$ cat config.mk
export PLATFORM = sky130hd
export DESIGN_NAME = cv32e40x_div_iter
export DESIGN_NICKNAME = d
export VERILOG_FILES = /design/src/rtl/cv32e40x_div_iter.sv
export SDC_FILE = /design/constraint.sdc
export NUM_CORES = 1
export LEC_CHECK = 0
export BUFFER_PORTS_ARGS = -buffer_cell sky130_fd_sc_hd__buf_2
export CAP_MARGIN = 20
export CORE_UTILIZATION = 50
export DETAILED_ROUTE_END_ITERATION = 16
export MAX_ROUTING_LAYER = met4
export PLACE_DENSITY_LB_ADDON = 0.25
export SLEW_MARGIN = 20
export SYNTH_ARGS = -nofsm -noshare
export SYNTH_HDL_FRONTEND = slang
export SYNTH_SLANG_ARGS = --single-unit
$ cat constraint.sdc
create_clock -name clk -period 9.3 [get_ports clk]
set_input_delay 0.93 -clock clk [delete_from_list [all_inputs] [get_ports clk]]
set_output_delay 0.93 -clock clk [all_outputs]
set_load 0.01 [all_outputs]
$ cat src/rtl/cv32e40x_div_iter.sv
// Iterative radix-2 divider for RV32M DIV/DIVU/REM/REMU.
// Operands are normalised using the ALU's CLZ and shifter ports, so the
// iteration count scales with the magnitude difference of the operands.
module cv32e40x_div_iter #(
  parameter bit EARLY_OUT_EN = 1'b1
) (
  input  logic        clk,
  input  logic        rst,
  input  logic        in_valid_i,
  output logic        in_ready_o,
  input  logic [1:0]  operator_i,
  input  logic [31:0] op_a_i,
  input  logic [31:0] op_b_i,
  input  logic        kill_i,
  output logic        out_valid_o,
  input  logic        out_ready_i,
  output logic [31:0] result_o,
  output logic        alu_clz_en_o,
  output logic [31:0] alu_clz_data_o,
  input  logic [5:0]  alu_clz_result_i,
  output logic        alu_shift_en_o,
  output logic [5:0]  alu_shift_amt_o,
  output logic [31:0] alu_shift_op_o,
  input  logic [31:0] alu_shifted_i
);

  localparam int DATA_W = 32;

  typedef enum logic [2:0] {IDLE, CLZ_A, CLZ_B, SHIFT, COMPUTE, FINISH} state_t;

  state_t state, state_nxt;

  logic              is_signed, is_rem, sign_a, sign_b;
  logic [DATA_W-1:0] abs_a, abs_b;
  logic [5:0]        clz_a, clz_b;
  logic [DATA_W-1:0] d_q, r_q, q_q, result_q;
  logic [4:0]        cnt;

  logic              b_zero, early_out, ge;
  logic [4:0]        amt;
  logic [DATA_W-1:0] r_step, q_step;

  // Two's-complement magnitude; 0x80000000 maps onto itself as an unsigned value.
  function automatic logic [DATA_W-1:0] magnitude(input logic signed [DATA_W-1:0] v,
                                                  input logic sgn);
    return (sgn && (v < 0)) ? $unsigned(-v) : $unsigned(v);
  endfunction

  // Apply the operand signs to the unsigned quotient/remainder and pick the output.
  function automatic logic [DATA_W-1:0] fix_result(input logic [DATA_W-1:0] q,
                                                   input logic [DATA_W-1:0] r,
                                                   input logic sgnd, input logic rem,
                                                   input logic sa, input logic sb,
                                                   input logic bz);
    logic neg_q, neg_r;
    neg_q = sgnd & (sa ^ sb) & ~bz;
    neg_r = sgnd & sa;
    if (rem) return neg_r ? (DATA_W'(0) - r) : r;
    else     return neg_q ? (DATA_W'(0) - q) : q;
  endfunction

  assign b_zero    = (abs_b == '0);
  assign early_out = EARLY_OUT_EN && (alu_clz_result_i < clz_a);
  // A divisor wider than the dividend only reaches SHIFT with early-out disabled; no shift is needed then.
  assign amt       = (clz_b > clz_a) ? 5'(clz_b - clz_a) : 5'd0;
  assign ge        = (r_q >= d_q);
  assign r_step    = ge ? (r_q - d_q) : r_q;
  assign q_step    = {q_q[DATA_W-2:0], ge};

  assign in_ready_o  = (state == IDLE);
  assign out_valid_o = (state == FINISH);
  assign result_o    = result_q;

  // State register.
  always_ff @(posedge clk) begin
    if (rst) state <= IDLE;
    else     state <= state_nxt;
  end

  // Next-state decode; kill returns any busy state to IDLE.
  always_comb begin
    state_nxt = state;
    case (state)
      IDLE:    if (in_valid_i && !kill_i) state_nxt = CLZ_A;
      CLZ_A:   state_nxt = CLZ_B;
      CLZ_B:   state_nxt = (b_zero || early_out) ? FINISH : SHIFT;
      SHIFT:   state_nxt = COMPUTE;
      COMPUTE: if (cnt == 5'd0) state_nxt = FINISH;
      FINISH:  if (out_ready_i) state_nxt = IDLE;
      default: state_nxt = IDLE;
    endcase
    if (kill_i && (state != IDLE)) state_nxt = IDLE;
  end

  // Drive the borrowed ALU ports only in the normalisation states.
  always_comb begin
    alu_clz_en_o    = 1'b0;
    alu_clz_data_o  = '0;
    alu_shift_en_o  = 1'b0;
    alu_shift_amt_o = '0;
    alu_shift_op_o  = '0;
    case (state)
      CLZ_A: begin
        alu_clz_en_o   = 1'b1;
        alu_clz_data_o = abs_a;
      end
      CLZ_B: begin
        alu_clz_en_o   = 1'b1;
        alu_clz_data_o = abs_b;
      end
      SHIFT: begin
        alu_shift_en_o  = 1'b1;
        alu_shift_amt_o = {1'b0, amt};
        alu_shift_op_o  = abs_b;
      end
      default: ;
    endcase
  end

  // Operand capture, normalisation and restoring-division datapath.
  always_ff @(posedge clk) begin
    if (rst) begin
      is_signed <= 1'b0;
      is_rem    <= 1'b0;
      sign_a    <= 1'b0;
      sign_b    <= 1'b0;
      abs_a     <= '0;
      abs_b     <= '0;
      clz_a     <= '0;
      clz_b     <= '0;
      d_q       <= '0;
      r_q       <= '0;
      q_q       <= '0;
      cnt       <= '0;
      result_q  <= '0;
    end else begin
      case (state)
        IDLE: if (in_valid_i && !kill_i) begin
          is_signed <= ~operator_i[0];
          is_rem    <= operator_i[1];
          sign_a    <= ~operator_i[0] & op_a_i[31];
          sign_b    <= ~operator_i[0] & op_b_i[31];
          abs_a     <= magnitude(op_a_i, ~operator_i[0]);
          abs_b     <= magnitude(op_b_i, ~operator_i[0]);
        end
        CLZ_A: clz_a <= alu_clz_result_i;
        CLZ_B: begin
          clz_b <= alu_clz_result_i;
          if (!kill_i) begin
            if (b_zero)
              result_q <= fix_result('1, abs_a, is_signed, is_rem, sign_a, sign_b, 1'b1);
            else if (early_out)
              result_q <= fix_result('0, abs_a, is_signed, is_rem, sign_a, sign_b, 1'b0);
          end
        end
        SHIFT: begin
          d_q <= alu_shifted_i;
          r_q <= abs_a;
          q_q <= '0;
          cnt <= amt;
        end
        COMPUTE: begin
          r_q <= r_step;
          q_q <= q_step;
          d_q <= d_q >> 1;
          if (cnt == 5'd0) begin
            if (!kill_i)
              result_q <= fix_result(q_step, r_step, is_signed, is_rem, sign_a, sign_b, 1'b0);
          end else begin
            cnt <= cnt - 5'd1;
          end
        end
        default: ;
      endcase
    end
  end

endmodule

==> reports/results.md, run 1 <==
### Clocking
• 215 — clock tree sinks
• 3 — number of buffers on the longest clock path
• sky130_fd_sc_hd__clkbuf_16 — master cell of the clock root buffer
• 26 — total CTS buffers
• 1 — H-tree lvl count
• 0.57 ns — clock latency at the later pin of the worst-skew pair
• 0 — post-cts repair resize count
• 0.07 ns — Clk pin slew, worst setup/hold paths
• 0 — buffers inserted by post-CTS timing repair
• built — TritonCTS clock tree
• 0 — number of hold-repair buffers added at the cts stage

### Layout
• 0.1489 — proportion of layout cells with a drive suffix above 1
• 13.74% — Area Growth Syn to Fin
• 0 — number of inserted diodes
• 2397 — fin nets
• 0.5835 — Layout Utilization

### Placed design
• 0.9709 — Final GP Congestion
• 41200 um — estimated wirelength of the detail-placed design
• 213 — number of I/O port buffers
• 3.778 ns — pre-CTS setup slack

### Route
• 7 — number of remaining DRC errors
• 6.420 — Avg Vias per Cell
• 21.43 um — post-DR wirelength/cell
• 17030 — DR vias
• 1704 — Initial DRC Count
• 0 — number of nets with antenna violations after routing
• 14 — Pre-Repair DR Iteration Count
• 56830 um — drt total wl

### Worst setup path
• 3.64 ns — setup slack, reg-to-reg
• 9.75 ns — required time of the critical path
• 6.11 ns — Arr. time, crit path
• 0.51 ns — Max stage delay on crit path
• 46 — Worst Path Max Fanout
• register — type of element launching the critical path
• inv_1, ha_1, fa_1, nand2b_1, a211oi_2, o21bai_1, a221o_1, nand2_4, a21oi_1, inv_1, ha_1, nor3b_1, nand2b_1, or3_1, nor3_1, a41oi_1, nor4_4, nand2_1, or4_1, a21oi_1, o21ai_1 — cell chain of the critical path
• register — Crit. End Element
• simple AND/OR/NAND/NOR gates — cell type group with the largest total delay on the critical path
• sky130_fd_sc_hd__nand2_4 — crit path max-delay cell type
• register to register — Crit Path Class
• result_o[28] — worst flop-to-flop path endpoint
• r_q[0] — worst reg2reg startpoint
• 2 — number of buffer and inverter instances along the worst setup path
• 21 — cell count of the worst reg-to-reg path

### Synthesis
• 2127 — number of standard cells after synthesis
• 0 — synth warn
• 0 — Post-synth EDFFs
• 0 — async set or reset register ratio after synthesis
• 215 — number of flip-flops and latches in the synthesized netlist
• 2288 — net count after synthesis
• 0.01582 mm2 — cell area after synthesis
• 92 — number of distinct standard cells referenced by the synthesized netlist
• 0.2722 — sequential share of the synthesized area
• 7.435 um2 — synthesized area divided by synthesized cell count
• sky130_fd_sc_hd__dfxtp_1 — main flop type after synthesis

### STA
• 0 — Finish-stage setup viols
• 0.01735 ns — Max Clock Skew
• 0.6088 — Tcrit/Tclk final
• 3.638 ns — worst-case setup margin in the final layout
• 5.662 ns — final period demand of the worst path
• 0 — final count of pins violating max slew
• 0 ns — aggregate negative setup slack
• 176.6 MHz — Fmax
• 0.3016 — Slew Limit Headroom
• 0 — count of final hold-check violations
• 1.048 ns — slew at the pin with the worst max-slew slack
• no — unrepaired setup endpoints after global routing

### Run
• 0 — maxcap violations

### Power
• 0.270 — Clock Power Share
• 244.6 mW/mm2 — power density over the cells
• 2438 uW — cell-internal power
• 0.007436 uW — reported leakage power
• 0.494 — combinational group share of total power
• 1962 uW — Switch Pwr
• 0.237 — share of total power in sequential cells
• 0.4460 — Sw Ratio
• 232.4 uV — largest vdd supply drop

### Floorplanning
• 64 — Std-Cell Rows
• 179.9 um — Chip Height
• 0.03083 mm2 — placeable core region
• 179.9 um — DIE WIDTH
• 0.03235 mm2 — Die ar.
• 215 — top-level port count
• 0.5130 — Initial Utilization

### Global route
• 88910 um — wire length of the first global-routing pass
• 122 — pin count of the biggest net entering global routing
• 0 — global route overflow
• 15780 — via count of the first global-routing pass
• 0 — number of antenna violations at the first check in global routing
• 0.3528 — total routing usage reported by global routing

### Run status
• design-rule violations — violated checks
• complete, but fails checks — run status

### Hold path
• register to register — Hold Crit Class
• result_o[10] — Worst Min Path Start
• result_o[10] — worst min-delay path endpoint
• 2 — worst hold path stage count

[layer usage]
layer,up-vias,global-route usage,routed length (um)
met5,-,-,0
met2,853,0.5720,26060
met1,7975,0.4310,23090
met4,0,0.1569,2682
li1,8039,-,-
met3,158,0.05673,5001
[power groups by stage]
stage / logic (uW) / registers [uW] / clock network [uW]
2_1_floorplan: 1570 / 1020 / 0
3_3_place_gp: 2080 / 1060 / 0
3_5_place_dp: 2100 / 1060 / 0
4_1_cts: 2110 / 1040 / 1190
5_1_grt: 2340 / 1040 / 1230
6_report: 2170 / 1040 / 1190
[cell type report]
| type | instances | area (um2) |
|---|---|---|
| inverter | 73 | 274.0 |
| timing repair buffer | 241 | 1280 |
| sequential | 215 | 4305 |
| tap | 396 | 495.5 |
| clock buffer | 31 | 709.4 |
| clock inverter | 17 | 284.0 |
| fill | 2952 | 12840 |
| multi-input combinational | 1679 | 10640 |
[stage by stage]
stage | hold slack, ns | area (um2) | power [uW] | cells
3_3_place_gp | 0.4400 | 16980 | 3142 | 2603
2_1_floorplan | 0.4363 | 15820 | 2596 | 2127
3_5_place_dp | 0.4430 | 16990 | 3158 | 2603
5_1_grt | 0.4721 | 17990 | 4612 | 2652
6_report | 0.4487 | 17990 | 4400 | 2652
4_1_cts | 0.4517 | 17980 | 4345 | 2651
[cell families after synthesis]
group / share of synthesized area
buffers and inverters: 0.05736
flip-flops: 0.2722
other: 0.0002371
adder cells (fa/ha/maj): 0.04209
multiplexers: 0.01827
AND/OR/NAND/NOR: 0.2237
XOR/XNOR: 0.08362
AO/OA/AOI/OAI: 0.3025
[cell usage in the layout, fill, tap and decap left out, types with 36 or more instances in the layout]
cell	count
sky130_fd_sc_hd__nor2_1	270
sky130_fd_sc_hd__dfxtp_1	214
sky130_fd_sc_hd__buf_2	212
sky130_fd_sc_hd__nand2_1	185
sky130_fd_sc_hd__a21oi_1	155
sky130_fd_sc_hd__o21ai_0	103
sky130_fd_sc_hd__a211oi_1	103
sky130_fd_sc_hd__xor2_1	86
sky130_fd_sc_hd__inv_1	72
sky130_fd_sc_hd__xnor2_1	65
sky130_fd_sc_hd__nor3_1	56
sky130_fd_sc_hd__ha_1	50
sky130_fd_sc_hd__a22oi_1	45
sky130_fd_sc_hd__and3_1	43
sky130_fd_sc_hd__o22ai_1	36
[flip-flops by register name, indices dropped and copies added, names as in the netlist]
register   count
sign_b         1
state          3
cnt            5
clz_b          6
abs_a         32
sign_a         1
is_rem         1
d_q           32
clz_a          6
q_q           31
r_q           32
is_signed      1
abs_b         32
result_o      32
[synth_stat cells (7+ instances only)]
master / instances / area share
sky130_fd_sc_hd__clkbuf_1: 128 / 0.030
sky130_fd_sc_hd__nor2b_1: 16 / 0.0063
sky130_fd_sc_hd__xnor2_1: 65 / 0.036
sky130_fd_sc_hd__a221oi_1: 19 / 0.011
sky130_fd_sc_hd__or4_1: 12 / 0.0057
sky130_fd_sc_hd__buf_1: 15 / 0.0036
sky130_fd_sc_hd__o22ai_1: 36 / 0.014
sky130_fd_sc_hd__o21bai_1: 7 / 0.0033
sky130_fd_sc_hd__a21oi_1: 155 / 0.049
sky130_fd_sc_hd__a21o_1: 19 / 0.0090
sky130_fd_sc_hd__o21ai_0: 103 / 0.033
sky130_fd_sc_hd__and3_1: 43 / 0.017
sky130_fd_sc_hd__nand3_1: 24 / 0.0076
sky130_fd_sc_hd__or2_2: 9 / 0.0036
sky130_fd_sc_hd__nand2_1: 186 / 0.044
sky130_fd_sc_hd__nand2b_1: 15 / 0.0059
sky130_fd_sc_hd__inv_1: 72 / 0.017
sky130_fd_sc_hd__dfxtp_1: 215 / 0.27
sky130_fd_sc_hd__nor4_1: 32 / 0.013
sky130_fd_sc_hd__mux2i_1: 21 / 0.013
sky130_fd_sc_hd__a211oi_1: 103 / 0.049
sky130_fd_sc_hd__a31oi_1: 23 / 0.0091
sky130_fd_sc_hd__nand4_1: 11 / 0.0044
sky130_fd_sc_hd__nor2_1: 271 / 0.064
sky130_fd_sc_hd__o211ai_1: 11 / 0.0052
sky130_fd_sc_hd__ha_1: 50 / 0.040
sky130_fd_sc_hd__o21a_1: 13 / 0.0062
sky130_fd_sc_hd__xor2_1: 86 / 0.048
sky130_fd_sc_hd__or3_1: 34 / 0.013
sky130_fd_sc_hd__a22oi_1: 45 / 0.021
sky130_fd_sc_hd__buf_2: 14 / 0.0044
sky130_fd_sc_hd__a311oi_1: 14 / 0.0078
sky130_fd_sc_hd__o31ai_1: 33 / 0.016
sky130_fd_sc_hd__a211o_1: 10 / 0.0055
sky130_fd_sc_hd__nor3_1: 56 / 0.018
sky130_fd_sc_hd__a222oi_1: 7 / 0.0044
sky130_fd_sc_hd__and2_1: 8 / 0.0032
sky130_fd_sc_hd__a22o_1: 29 / 0.016
sky130_fd_sc_hd__o41ai_1: 11 / 0.0061
[worst min-delay path, cell delays in order (launching register included)]
cell and delay [ns]:
sky130_fd_sc_hd__dfxtp_1 0.31, sky130_fd_sc_hd__nand2_1 0.05, sky130_fd_sc_hd__a21oi_1 0.05
[worst max-delay path by stage]
stage,from,endpoint,slack [ns],depth (start not counted)
6_report,r_q[0],result_o[28],3.64,21
5_1_grt,r_q[0],result_o[28],3.23,21
4_1_cts,r_q[0],result_o[28],3.75,21
3_5_place_dp,r_q[0],result_o[28],3.78,21
3_3_place_gp,r_q[0],result_o[24],3.94,21
2_1_floorplan,r_q[0],result_o[24],4.16,24
Power figures use the tool's default switching activity.
==> run 2, diff against run 1 <==
--- a/config.mk
+++ b/config.mk
@@ -5,6 +5,7 @@
 export SDC_FILE = /design/constraint.sdc
 export NUM_CORES = 1
 export LEC_CHECK = 0
+export ABC_AREA = 1
 export BUFFER_PORTS_ARGS = -buffer_cell sky130_fd_sc_hd__buf_2
 export CAP_MARGIN = 20
 export CORE_UTILIZATION = 50
==> constraint.sdc (replaced) <==
create_clock -name clk -period 5.34 [get_ports clk]
set_input_delay 0.534 -clock clk [delete_from_list [all_inputs] [get_ports clk]]
set_output_delay 0.534 -clock clk [all_outputs]
set_load 0.01 [all_outputs]
==> reports/results.md, run 2 <==
### Synthesis
• 215 — number of flip-flops and latches in the synthesized netlist, unchanged
• 0.2629 — top cell type's share of synthesized area, -0.009215
• sky130_fd_sc_hd__nand2_1, sky130_fd_sc_hd__inv_1, sky130_fd_sc_hd__nor2_1 — most instantiated cells after synthesis
• 0 — Post-synth EDFFs, unchanged
• sky130_fd_sc_hd__dfxtp_1 — main flop type after synthesis
• 0 — async set or reset register ratio after synthesis, unchanged
• sky130_fd_sc_hd__nand2_1 — cell with the most instances after synthesis
• 0.2629 — sequential share of the synthesized area, -0.009215
• 0.01637 mm2 — cell area after synthesis, +3.5%
• 2882 — net count after synthesis, +26%
• 54 — number of distinct standard cells referenced by the synthesized netlist, -41%
• sky130_fd_sc_hd__dfxtp_1 — cell taking the most area after synthesis
• sky130_fd_sc_hd__dfxtp_1, sky130_fd_sc_hd__nand2_1, sky130_fd_sc_hd__inv_1 — Area contributors post-synth
• 0 — synth warn, unchanged
• 2721 — number of standard cells after synthesis, +28%
• 6.016 um2 — synthesized area divided by synthesized cell count, -19%

### Route
• 17.09 um — post-DR wirelength/cell, -20%
• 1596 — Initial DRC Count, -6.3%
• 5.579 — Avg Vias per Cell, -13%
• 0 — number of nets with antenna violations after routing, unchanged
• 56670 um — drt total wl, -0.28%
• 5 — Pre-Repair DR Iteration Count, -9
• 0 — number of remaining DRC errors, -7
• 18500 — DR vias, +8.6%

### Layout
• 3276 — number of inserted filler cells in the final layout, +11%
• sky130_fd_sc_hd__nand2_1 — most common cell after layout, fill and taps aside
• 13.45% — Area Growth Syn to Fin
• 0 — number of inserted diodes, unchanged
• 0.1243 — proportion of layout cells with a drive suffix above 1, -0.02463
• sky130_fd_sc_hd__nand2_1, sky130_fd_sc_hd__inv_1, sky130_fd_sc_hd__nor2_1 — leading cell types in the layout, fill and taps excluded
• 3024 — fin nets, +26%

### Power
• 603.2 mW/mm2 — power density over the cells, +150%
• 644.5 uV — largest vdd supply drop, +180%
• 0.008894 uW — reported leakage power, +20%

### Hold path
• input pin to register — Hold Crit Class

### STA
• 0.2157 ns — Worst Hold Slack, -0.2330 ns
• no — unrepaired setup endpoints after global routing
• 0.01818 ns — Max Clock Skew, +0.0008260 ns
• 0 — count of final hold-check violations, unchanged
• 0.8625 ns — slew at the pin with the worst max-slew slack, -0.1851 ns
• 0.4242 — Slew Limit Headroom, +0.1225
• 0 — Finish-stage setup viols, unchanged
• 0.7822 — Tcrit/Tclk final, +0.1734
• 239.4 MHz — Fmax, +36%
• 0 ns — aggregate negative setup slack, unchanged
• 0 — final count of pins violating max slew, unchanged
• 4.177 ns — final period demand of the worst path, -1.485 ns

### Run status
• complete, no violations — run status

### Worst setup path
• sky130_fd_sc_hd__nand2_1 — Worst path most repeated cell
• 48 — Worst Path Max Fanout, +4.3%
• register — type of element launching the critical path
• register to register — Crit Path Class
• 0.46 ns — Max stage delay on crit path, -0.05 ns
• 4.67 ns — Arr. time, crit path, -1.44 ns
• 5.83 ns — required time of the critical path, -3.92 ns
• register — Crit. End Element
• sky130_fd_sc_hd__buf_4 — crit path max-delay cell type

### Global route
• 0.3430 — total routing usage reported by global routing, -0.009814
• 0 — global route overflow, unchanged
• 0 — number of antenna violations at the first check in global routing, unchanged
• 89270 um — wire length of the first global-routing pass, +0.40%
• 16610 — via count of the first global-routing pass, +5.2%
• 85 — pin count of the biggest net entering global routing, -30%

### Floorplanning
• 65 — Std-Cell Rows, +1.6%
• 182.9 um — DIE WIDTH, +1.7%
• 182.9 um — Chip Height, +1.7%
• 0.03188 mm2 — placeable core region, +3.4%
• 0.5135 — Initial Utilization, about the same
• 215 — top-level port count, unchanged
• 0.03347 mm2 — Die ar., +3.5%

### Clocking
• sky130_fd_sc_hd__clkbuf_16 — master cell of the clock root buffer
• 0 — buffers inserted by post-CTS timing repair, unchanged
• 0 — post-cts repair resize count, unchanged
• 0.07 ns — Clk pin slew, worst setup/hold paths, about the same
• 1 — H-tree lvl count, unchanged
• 0.56 ns — clock latency at the later pin of the worst-skew pair, about the same
• 3 — number of buffers on the longest clock path, unchanged
• built — TritonCTS clock tree
• 0 — number of hold-repair buffers added at the cts stage, unchanged
• 215 — clock tree sinks, unchanged
• 26 — total CTS buffers, unchanged

### Run
• 0 — maxcap violations, unchanged

### Placed design
• 213 — number of I/O port buffers, unchanged
• 42860 um — estimated wirelength of the detail-placed design, +4.0%
• 1.011 — Final GP Congestion, +4.1%

run 2: changes by cell type in the layout (fill, tap and decap cells not counted), moves of 45 or more:
cell,delta
sky130_fd_sc_hd__nand2_1,+496
sky130_fd_sc_hd__nand3_1,+106
sky130_fd_sc_hd__inv_1,+288
sky130_fd_sc_hd__a211oi_1,-72
sky130_fd_sc_hd__a21oi_1,+65
sky130_fd_sc_hd__o21ai_0,+103
sky130_fd_sc_hd__a22oi_1,-45
run 2: kinds of logic (layout without fill, tap and decap cells):
family / after synthesis / after routing / share of synthesized area
fa+ha+maj: 52 / 52 / 0.04066
buf+inv: 497 / 656 / 0.1179
xor+xnor: 80 / 80 / 0.04280
other cells: 1 / 1 / 0.0002291
simple gates: 1267 / 1267 / 0.3267
compound gates: 609 / 609 / 0.2087
flops: 215 / 215 / 0.2629
run 2: area by class of cell:
type | instances | area [um2] | area share
Multi-Input combinational cell | 2009 | 10150 | 0.5464
Sequential cell | 215 | 4304 | 0.2318
Inverter | 374 | 1406 | 0.07573
Timing Repair Buffer | 237 | 1246 | 0.06710
Clock buffer | 35 | 734.5 | 0.03955
Tap cell | 435 | 544.3 | 0.02931
Clock inverter | 10 | 188.9 | 0.01017
run 2: routing by layer:
| metal | track usage | routed length (um) |
|---|---|---|
| met1 | 0.4519 | 25040 |
| met3 | 0.03872 | 4099 |
| met5 | - | 0 |
| met2 | 0.5401 | 25290 |
| met4 | 0.1273 | 2229 |
run 2: power breakdown:
group | switching (uW) | internal [uW]
registers | 143 | 1780
clock network | 747 | 1200
logic | 5240 | 2100
run 2: worst paths after layout:
check,cells past startpoint,startpoint,slack (ns),end
max,28,r_q[0],1.16,result_o[24]
min,2,operator_i[0],0.22,is_signed
max reg2reg,28,r_q[0],1.16,result_o[24]
min reg2reg,2,result_o[8],0.46,result_o[8]
run 2: metrics by stage:
step	cells	setup slack, ns	power (uW)	cell area [um2]	utilization
finish	3315	1.163	11200	18570	0.5825
global route	3315	0.6379	12100	18570	0.5825
CTS	3315	1.192	11070	18570	0.5825
detailed placement	3270	1.210	9095	17650	0.5536
global placement	3270	1.305	9011	17650	0.5536
floorplan	2721	1.865	7370	16370	-
run 2: critical path: cells and delay by family (launching register included):
family                     cells  cell delay (ns)
adders and majority gates      3             0.82
buffers and inverters          4             0.66
AOI/OAI and AO/OA              2             0.27
and+or+nand+nor               19             2.00
DFF                            1             0.38
